**config.mk**
```make
export PLATFORM = sky130hd
export DESIGN_NAME = i2c_master_write_sequencer
export DESIGN_NICKNAME = d
export VERILOG_FILES = /design/src/rtl/i2c_pkg.sv /design/src/rtl/i2c_tx_shifter.sv /design/src/rtl/i2c_master_write_sequencer.sv
export SDC_FILE = /design/constraint.sdc
export NUM_CORES = 1
export LEC_CHECK = 0
export ABC_AREA = 0
export CAP_MARGIN = 20
export CORE_UTILIZATION = 56
export DETAILED_ROUTE_END_ITERATION = 10
export DONT_BUFFER_PORTS = 1
export GPL_ROUTABILITY_DRIVEN = 0
export HOLD_SLACK_MARGIN = 0.1
export PLACE_DENSITY = 0.79
export SLEW_MARGIN = 20
export SYNTH_ARGS = -nofsm -noshare
export SYNTH_HDL_FRONTEND = slang
export SYNTH_SLANG_ARGS = --single-unit
```
**constraint.sdc**
```tcl
create_clock -name clock -period 1.54 [get_ports clock]
set_clock_uncertainty 0.05 [all_clocks]
set_input_delay 0.231 -clock clock [delete_from_list [all_inputs] [get_ports clock]]
set_output_delay 0.231 -clock clock [all_outputs]
set_load 0.03 [all_outputs]
```
**src/rtl/i2c_pkg.sv**
```systemverilog
// Shared I2C definitions: byte-writer and bit-level command codes, the
// write-direction RW bit, and the write sequencer state encoding.
package i2c_pkg;

  typedef enum logic [2:0] {
    BCMD_IDLE  = 3'b000,
    BCMD_START = 3'b001,
    BCMD_ACK   = 3'b010,
    BCMD_DATA  = 3'b011,
    BCMD_STOP  = 3'b100,
    BCMD_NACK  = 3'b101
  } byte_cmd_e;

  typedef enum logic [2:0] {
    BIT_IDLE  = 3'b000,
    BIT_START = 3'b001,
    BIT_WRITE = 3'b010,
    BIT_READ  = 3'b011,
    BIT_STOP  = 3'b100
  } bit_cmd_e;

  localparam logic RW_W = 1'b0;

  typedef enum logic [3:0] {
    ST_IDLE, ST_START, ST_ADDR, ST_ADDR_ACK, ST_FETCH,
    ST_DATA, ST_DATA_ACK, ST_STOP, ST_DONE
  } seq_state_e;

  // States that hand a command to the byte writer
  function automatic logic is_byte_state(seq_state_e s);
    return (s == ST_START) || (s == ST_ADDR) || (s == ST_DATA) || (s == ST_STOP);
  endfunction

  // States that wait on the ACK-sampling receiver
  function automatic logic is_ack_state(seq_state_e s);
    return (s == ST_ADDR_ACK) || (s == ST_DATA_ACK);
  endfunction

  function automatic byte_cmd_e cmd_for_state(seq_state_e s);
    case (s)
      ST_START:        return BCMD_START;
      ST_ADDR, ST_DATA: return BCMD_DATA;
      ST_STOP:         return BCMD_STOP;
      default:         return BCMD_IDLE;
    endcase
  endfunction

endpackage

```
**src/rtl/i2c_tx_shifter.sv**
```systemverilog
// 8-bit parallel-load shift register; MSB is the serial bit on the wire.
// Each load strobe shifts left by one, filling the LSB with 0.
module i2c_tx_shifter (
  input  logic       clock,
  input  logic       reset,
  input  logic       load,
  input  logic [7:0] load_data,
  input  logic       shift,
  output logic       msb
);

  logic [7:0] shift_reg;

  // Parallel load wins over shift; the two never coincide in normal flow
  always_ff @(posedge clock) begin
    if (reset)      shift_reg <= '0;
    else if (load)  shift_reg <= load_data;
    else if (shift) shift_reg <= {shift_reg[6:0], 1'b0};
  end

  assign msb = shift_reg[7];

endmodule

```
**src/rtl/i2c_master_write_sequencer.sv**
```systemverilog
// Write transaction sequencer: START, address+W, payload bytes, STOP,
// collecting the slave ACK after each byte and aborting on NACK.
module i2c_master_write_sequencer
  import i2c_pkg::*;
#(
  parameter int LEN_W  = 4,
  parameter int ADDR_W = 7
) (
  input  logic              clock,
  input  logic              reset,
  input  logic              req,
  input  logic [ADDR_W-1:0] req_addr,
  input  logic [LEN_W-1:0]  req_len,
  input  logic [7:0]        tx_data,
  input  logic              tx_valid,
  output logic              tx_ready,
  output logic              busy,
  output logic              done,
  output logic              nack_err,
  output logic              byte_go,
  output logic [2:0]        byte_command,
  output logic              byte_data,
  input  logic              byte_load,
  input  logic              byte_finish,
  output logic              ack_go,
  input  logic              ack_finish,
  input  logic              ack_value
);

  seq_state_e        state, state_d;
  logic [ADDR_W-1:0] addr_q;
  logic [LEN_W-1:0]  rem_q;
  logic              nack_q;
  logic              sh_load, sh_shift;
  logic [7:0]        sh_load_data;
  logic              byte_done, ack_done;

  // A finish only counts while the matching go is actually raised
  assign byte_done = byte_go & byte_finish;
  assign ack_done  = ack_go & ack_finish;

  // Next state, shifter control and the stream handshake
  always_comb begin
    state_d      = state;
    sh_load      = 1'b0;
    sh_load_data = '0;
    tx_ready     = 1'b0;
    case (state)
      ST_IDLE:  if (req) state_d = ST_START;
      ST_START: if (byte_done) begin
        state_d      = ST_ADDR;
        sh_load      = 1'b1;
        sh_load_data = {addr_q, RW_W};
      end
      ST_ADDR:  if (byte_done) state_d = ST_ADDR_ACK;
      ST_ADDR_ACK, ST_DATA_ACK:
        if (ack_done) state_d = (ack_value || rem_q == '0) ? ST_STOP : ST_FETCH;
      ST_FETCH: if (tx_valid) begin
        tx_ready     = 1'b1;
        sh_load      = 1'b1;
        sh_load_data = tx_data;
        state_d      = ST_DATA;
      end
      ST_DATA:  if (byte_done) state_d = ST_DATA_ACK;
      ST_STOP:  if (byte_done) state_d = ST_DONE;
      ST_DONE:  state_d = ST_IDLE;
      default:  state_d = ST_IDLE;
    endcase
  end

  assign sh_shift = byte_load & ((state == ST_ADDR) | (state == ST_DATA));

  // State and registered go/command; go drops on the edge its finish is seen
  always_ff @(posedge clock) begin
    if (reset) begin
      state        <= ST_IDLE;
      byte_go      <= 1'b0;
      ack_go       <= 1'b0;
      byte_command <= BCMD_IDLE;
    end else begin
      state        <= state_d;
      byte_go      <= is_byte_state(state_d) & ~byte_done;
      ack_go       <= is_ack_state(state_d) & ~ack_done;
      byte_command <= cmd_for_state(state_d);
    end
  end

  // Request capture, payload countdown and sticky NACK flag
  always_ff @(posedge clock) begin
    if (reset) begin
      addr_q <= '0;
      rem_q  <= '0;
      nack_q <= 1'b0;
    end else if (state == ST_IDLE && req) begin
      addr_q <= req_addr;
      rem_q  <= req_len;
      nack_q <= 1'b0;
    end else begin
      if (tx_ready && rem_q != '0) rem_q <= rem_q - 1'b1;
      if (is_ack_state(state) && ack_done && ack_value) nack_q <= 1'b1;
    end
  end

  assign busy     = (state != ST_IDLE);
  assign done     = (state == ST_DONE);
  assign nack_err = done & nack_q;

  i2c_tx_shifter u_shifter (
    .clock     (clock),
    .reset     (reset),
    .load      (sh_load),
    .load_data (sh_load_data),
    .shift     (sh_shift),
    .msb       (byte_data)
  );

endmodule

```
Yosys cells after proc, flatten, opt, wreduce, memory -nomap -nowiden

Cells that the tools add are included.

Memory bits (read-only): 0
Memories kept: 0
Bits in latches: 0
Register bits: 29
Bits of input ports: 27
Memory bits (writable): 0
Output and inout port bits: 10
Logic and storage cells: 72

Add/sub/neg operators: 1
Divide/modulo/power cells: 0
Reduce and logical (&&, ||, !) cells: 19
$mul: 0
Eq/ne operators: 14
Bitwise logic cells: 9
Mux-type cells: 21
Shifts and indexed selects: 0
Order comparisons: 0

Operators with widths:

| operator                                          | number |
|---|---|
| two-way mux 4 bit                                 | 9 |
| two-way mux 8 bit                                 | 4 |
| == test 4 x 3 -> 1 bit (second input constant)    | 7 |
| case mux 4 bit (7 select lines)                   | 1 |
| == test 4 x 2 -> 1 bit (second input constant)    | 4 |
| case mux 8 bit (2 select lines)                   | 1 |
| case mux 3 bit (3 select lines)                   | 1 |
| == test 4 x 1 -> 1 bit (second input constant)    | 2 |
| zero test 4 bit                                   | 2 |
| nonzero test 4 bit                                | 2 |
| bitwise AND 1 bit                                 | 6 |
| logical OR 1 bit                                  | 6 |
| OR reduction 2 bit                                | 3 |
| == test 4 bit (second input constant)             | 1 |
| logical AND 1 bit                                 | 4 |
| nonzero test 2 bit                                | 2 |
| subtractor 4 x 1 -> 4 bit (second input constant) | 1 |
| two-way mux 1 bit                                 | 3 |
| two-way mux 2 bit                                 | 1 |
| inverter 1 bit                                    | 2 |
| case mux 1 bit (2 select lines)                   | 1 |
| OR 1 bit                                          | 1 |

Longest topological paths before layout

Depth after elaboration: 10
Depth in mapped cells: 7

Hierarchy

Synthesis repeated with hierarchy kept, for this count alone.

Cell total of the unflattened synthesis: 180
Area, all modules: 1507.7 um2

Modules (own cells, without submodules):

| module                     | area an instance (um2) | cells each | seq. area each (um2) | instances |
|---|---|---|---|---|
| i2c_master_write_sequencer | 1138.6                 | 145        | 420.4                | 1 |
| i2c_tx_shifter             | 369.1                  | 35         | 160.2                | 1 |

Least setup slack after synthesis

Ideal clock, no wire load.

Path type: register to register
From: reg rem_q[0]
To: reg byte_command[2]
Library setup time: 60 ps
Cell stages (with the launch flop): 8
Buffers on the path: 0
Setup slack: -141 ps
Arrival time: 1571 ps
Cells stage by stage: dfxtp_1 -> inv_1 -> ha_1 -> nor3b_4 -> a211oi_1 -> or4_4 -> nor2_4 -> and3_1

Cells in the longest elaborated chain, start to end: 8

Ends and longest elaborated chain:

| element                                                                 | line                             | RTL |
|---|---|---|
| start: declaration                                                      | i2c_master_write_sequencer.sv:32 | `logic [LEN_W-1:0] rem_q;` |
| start signal: assignment                                                | i2c_master_write_sequencer.sv:96 | `rem_q <= req_len;` |
| start signal: assignment                                                | i2c_master_write_sequencer.sv:99 | `if (tx_ready && rem_q != '0) rem_q <= rem_q - 1'b1;` |
| zero test 4 bit (*)                                                     | i2c_master_write_sequencer.sv:57 | `if (ack_done) state_d = (ack_value \|\| rem_q == '0) ? ST_STOP : ST_FETCH;` |
| logical OR 1 bit (*)                                                    | i2c_master_write_sequencer.sv:57 |  |
| two-way mux 2 bit (*)                                                   | i2c_master_write_sequencer.sv:57 |  |
| two-way mux 4 bit (*)                                                   | i2c_master_write_sequencer.sv:57 |  |
| case mux 4 bit (7 select lines) (*)                                     | i2c_master_write_sequencer.sv:48 | `case (state)` |
| == test 4 x 2 -> 1 bit / == test 4 x 3 -> 1 bit (equally long branches) | i2c_pkg.sv:40                    | `case (s)` |
| OR reduction 2 bit                                                      | i2c_pkg.sv:40                    |  |
| case mux 3 bit (3 select lines) (*)                                     | i2c_pkg.sv:40                    |  |
| end signal: assignment                                                  | i2c_master_write_sequencer.sv:84 | `byte_command <= cmd_for_state(state_d);` |
| end: declaration                                                        | i2c_master_write_sequencer.sv:21 | `output logic [2:0] byte_command,` |

Mark *: on every way between the ends. The rest lies on a longest branch, timed or not.
A chain may end at the register's enable or synchronous reset.

Worst setup path after layout

From: reg state[2]
To: reg byte_command[0]

Cells in the longest elaborated chain, start to end: 6

Ends and longest elaborated chain:

| element                                                                 | line                             | RTL |
|---|---|---|
| start: declaration                                                      | i2c_master_write_sequencer.sv:30 | `seq_state_e state, state_d;` |
| start signal: assignment                                                | i2c_master_write_sequencer.sv:81 | `state <= state_d;` |
| == test 4 x 2 -> 1 bit / == test 4 x 3 -> 1 bit (equally long branches) | i2c_master_write_sequencer.sv:48 |  |
| OR reduction 2 bit                                                      | i2c_master_write_sequencer.sv:48 |  |
| case mux 4 bit (7 select lines) (*)                                     | i2c_master_write_sequencer.sv:48 |  |
| == test 4 x 2 -> 1 bit / == test 4 x 3 -> 1 bit (equally long branches) | i2c_pkg.sv:40                    |  |
| OR reduction 2 bit                                                      | i2c_pkg.sv:40                    |  |
| case mux 3 bit (3 select lines) (*)                                     | i2c_pkg.sv:40                    |  |

Marked as above.

==> metrics.yaml <==
clk_path_buf_depth: 2
syn-num-nets: 211
slew_headroom: 0.773
synthAdderAreaFrac: 0.00810
seq_area_frac_synth: 0.376
p_sw_w: 0.000520
vias: 1596
yosysWarnings: 0
swShare: 0.278
grt_max_degree: 27
drc: 0
pin_count: 37
setup_viol: 16
nFillCells: 146
fp.dieW_um: 54.5
synthFlopType: "dfxtp_1"
hold_viol_final: 24
dpl.hpwl_mm: 2.68
p_leak_nw: 0.799
antenna_found_initial: 0
ff_latch_area_um2: 593
grt_overflow: 0
cp_max_fo: 8
fin_nets: 243
cts_buffers: 5
netlist_instances: 183
grt_use_total: 0.335
combPwrFrac: 0.189
status: "finished with violations"
grt_pass1_wl_mm: 6.85
grt_pass1_vias: 1467
period_share: 1.12
htree_levels: 2
vias_per_cell: 6.49
routedWlPerCell_um: 20.8
ys_ff_latch: 29
syn_avg_cell_area_um2: 8.44
synth.area.top_cells: "dfxtp_1 38%, nand2_1 5.6%, a211oi_1 4.9%"
die_h_um: 54.5
final_core_util: 0.818
synth_top_area_cell: "dfxtp_1"
initial_utilization: 0.607
multiInputGateArea_um2: 1020
path_clk_slew_ps: 110
slew_violations: 0
critPathKind: "reg -> reg"
synth-xor-area-share: 0.0227
synth_top_area_frac: 0.376
fmaxAchievable_mhz: 579
drv_cap: 0
cts_tree: "built"
critPathMaxStageDelay_ps: 400
clk_latency_ps: 340
crit_slowest_cell: "dfxtp_4"
cp.arrival_ps: 1940
seqPwrFrac: 0.451
crit_path_cell_trace: "buf_4 > and4b_1 > o221ai_1 > nand4_2 > nand2b_1 > a21oi_1"
drive_gt1_frac: 0.412
cts_hold_buf: 2
clockPowerShare: 0.361
largest_reg_flops: 8
power_density_nw_per_um2: 898
n_antenna_cell: 0
rsz0062_at_grt: "true"
synth.mux.area_fraction: 0.00648
synthToLayoutAreaGrowth_pct: 34.7
critPathCaptureType: "flop"
yosysMostFrequentCell: "dfxtp_1"
worst_slack_ps: -187
start_kind: "flop"
intPower_w: 0.00135
drtIter0Drc: 54
ctsRootBufferMaster: "clkbuf_4"
synth_compound_area_frac: 0.213
worstMarginPinSlew_ps: 340
io_buffers: 0
synth-simple-area-share: 0.317
drtPass1Iterations: 4
whs_ps: -114
core_um2: 2540
placementRows: 18
failed_checks: "hold timing, setup timing"
synth_top_family_by_area: "simple AND/OR/NAND/NOR gates"
period_needed_ps: 1730
holdCritPathClass: "in -> reg"
die_area_um2: 2970
synth_common_cells: "29 x dfxtp_1, 23 x nand2_1, 17 x nor2_1"
ant_nets: 0
peakVddDrop_mv: 1.09
synthesis.area_um2: 1550
clock-sinks: 29
ys_types: 47
critical_path_required_ps: 1760
synth_edf_count: 0
synth-async-reset-ratio: 0
drt_wl_total_mm: 5.12
## worst max-delay path, delay by kind of cell, from the launching register on
family	cells	cell delay, ps
buffers and inverters	1	170
AO/OA/AOI/OAI	2	350
AND/OR/NAND/NOR	3	690
flip-flops	1	400
## final timing paths
path | cells past startpoint | slack [ps] | startpoint | endpoint
setup / recovery | 6 | -190 | state[2] | byte_command[0]
hold / removal | 1 | -110 | reset | state[0]
setup reg to reg | 6 | -190 | state[2] | byte_command[0]
hold reg to reg | 2 | 410 | addr_q[5] | addr_q[5]
## final cells by class
type | instances | area share
Multi-Input combinational cell | 137 | 0.492
Sequential cell | 29 | 0.285
Timing Repair Buffer | 37 | 0.156
Clock buffer | 7 | 0.0264
Tap cell | 30 | 0.0180
Clock inverter | 1 | 0.0144
Inverter | 5 | 0.00901
## cell families after synthesis
group                      Yosys count
and+or+nand+nor                     85
DFF                                 29
buffers and inverters               17
adders and majority gates            1
AOI/OAI and AO/OA                   46
xor gates and xnor gates             4
muxes                                1
## layout by cell type (no fill, tap or decap), types with 2 or more instances in the layout
cell / instances
a21oi_1: 12
dlygate4sd3_1: 2
nor2_4: 4
nand4_1: 2
inv_2: 3
nor2_2: 4
clkbuf_4: 5
a211oi_1: 9
nor3b_4: 3
nor2_1: 10
nand3_1: 5
and3_1: 3
dfxtp_1: 23
o211ai_1: 8
nand2b_1: 2
or2_2: 2
nor2b_1: 2
a22oi_1: 5
buf_6: 9
and2_4: 2
dfxtp_2: 4
nand2_1: 21
a22oi_2: 2
dfxtp_4: 2
xnor2_1: 2
buf_4: 25
nor3_1: 4
inv_1: 2
nand3b_1: 2
## power by group through the flow
stage,Sequential [W],Clock (W),Combinational [W]
after CTS,0.000838,0.000671,0.000306
final,0.000842,0.000674,0.000353
after detailed placement,0.000856,0,0.000278
after floorplan,0.000861,0,0.000195
after global placement,0.000852,0,0.000265
after global routing,0.000847,0.000705,0.000374
## timing repair
item / in CTS / in global routing
hold endpoints to repair: 29 / 28
cloned: 0 / 0
pin swaps: 6 / 17
endpoints found under the setup margin: 21 / 23
resized for setup: 22 / 29
buffers inserted: 4 / 6
## per-layer routing
layer / GRT usage / up-vias / routed length (um)
met3: 0.0944 / 20 / 431
met1: 0.389 / 759 / 1950
li1: - / 723 / -
met4: 0.197 / 0 / 191
met5: 0 / - / 0
met2: 0.545 / 94 / 2550
## per-stage QoR
step | instances | total power (W) | instance area [um^2] | setup WS (ps) | setup TNS, ps
floorplan | 183 | 0.00106 | 1560 | -126 | -325
global route | 246 | 0.00193 | 2080 | -245 | -2340
CTS | 241 | 0.00182 | 1930 | -188 | -984
finish | 246 | 0.00187 | 2080 | -187 | -1500
detailed placement | 227 | 0.00113 | 1730 | -164 | -1270
global placement | 227 | 0.00112 | 1730 | -119 | -724
Power figures use the tool's default switching activity.
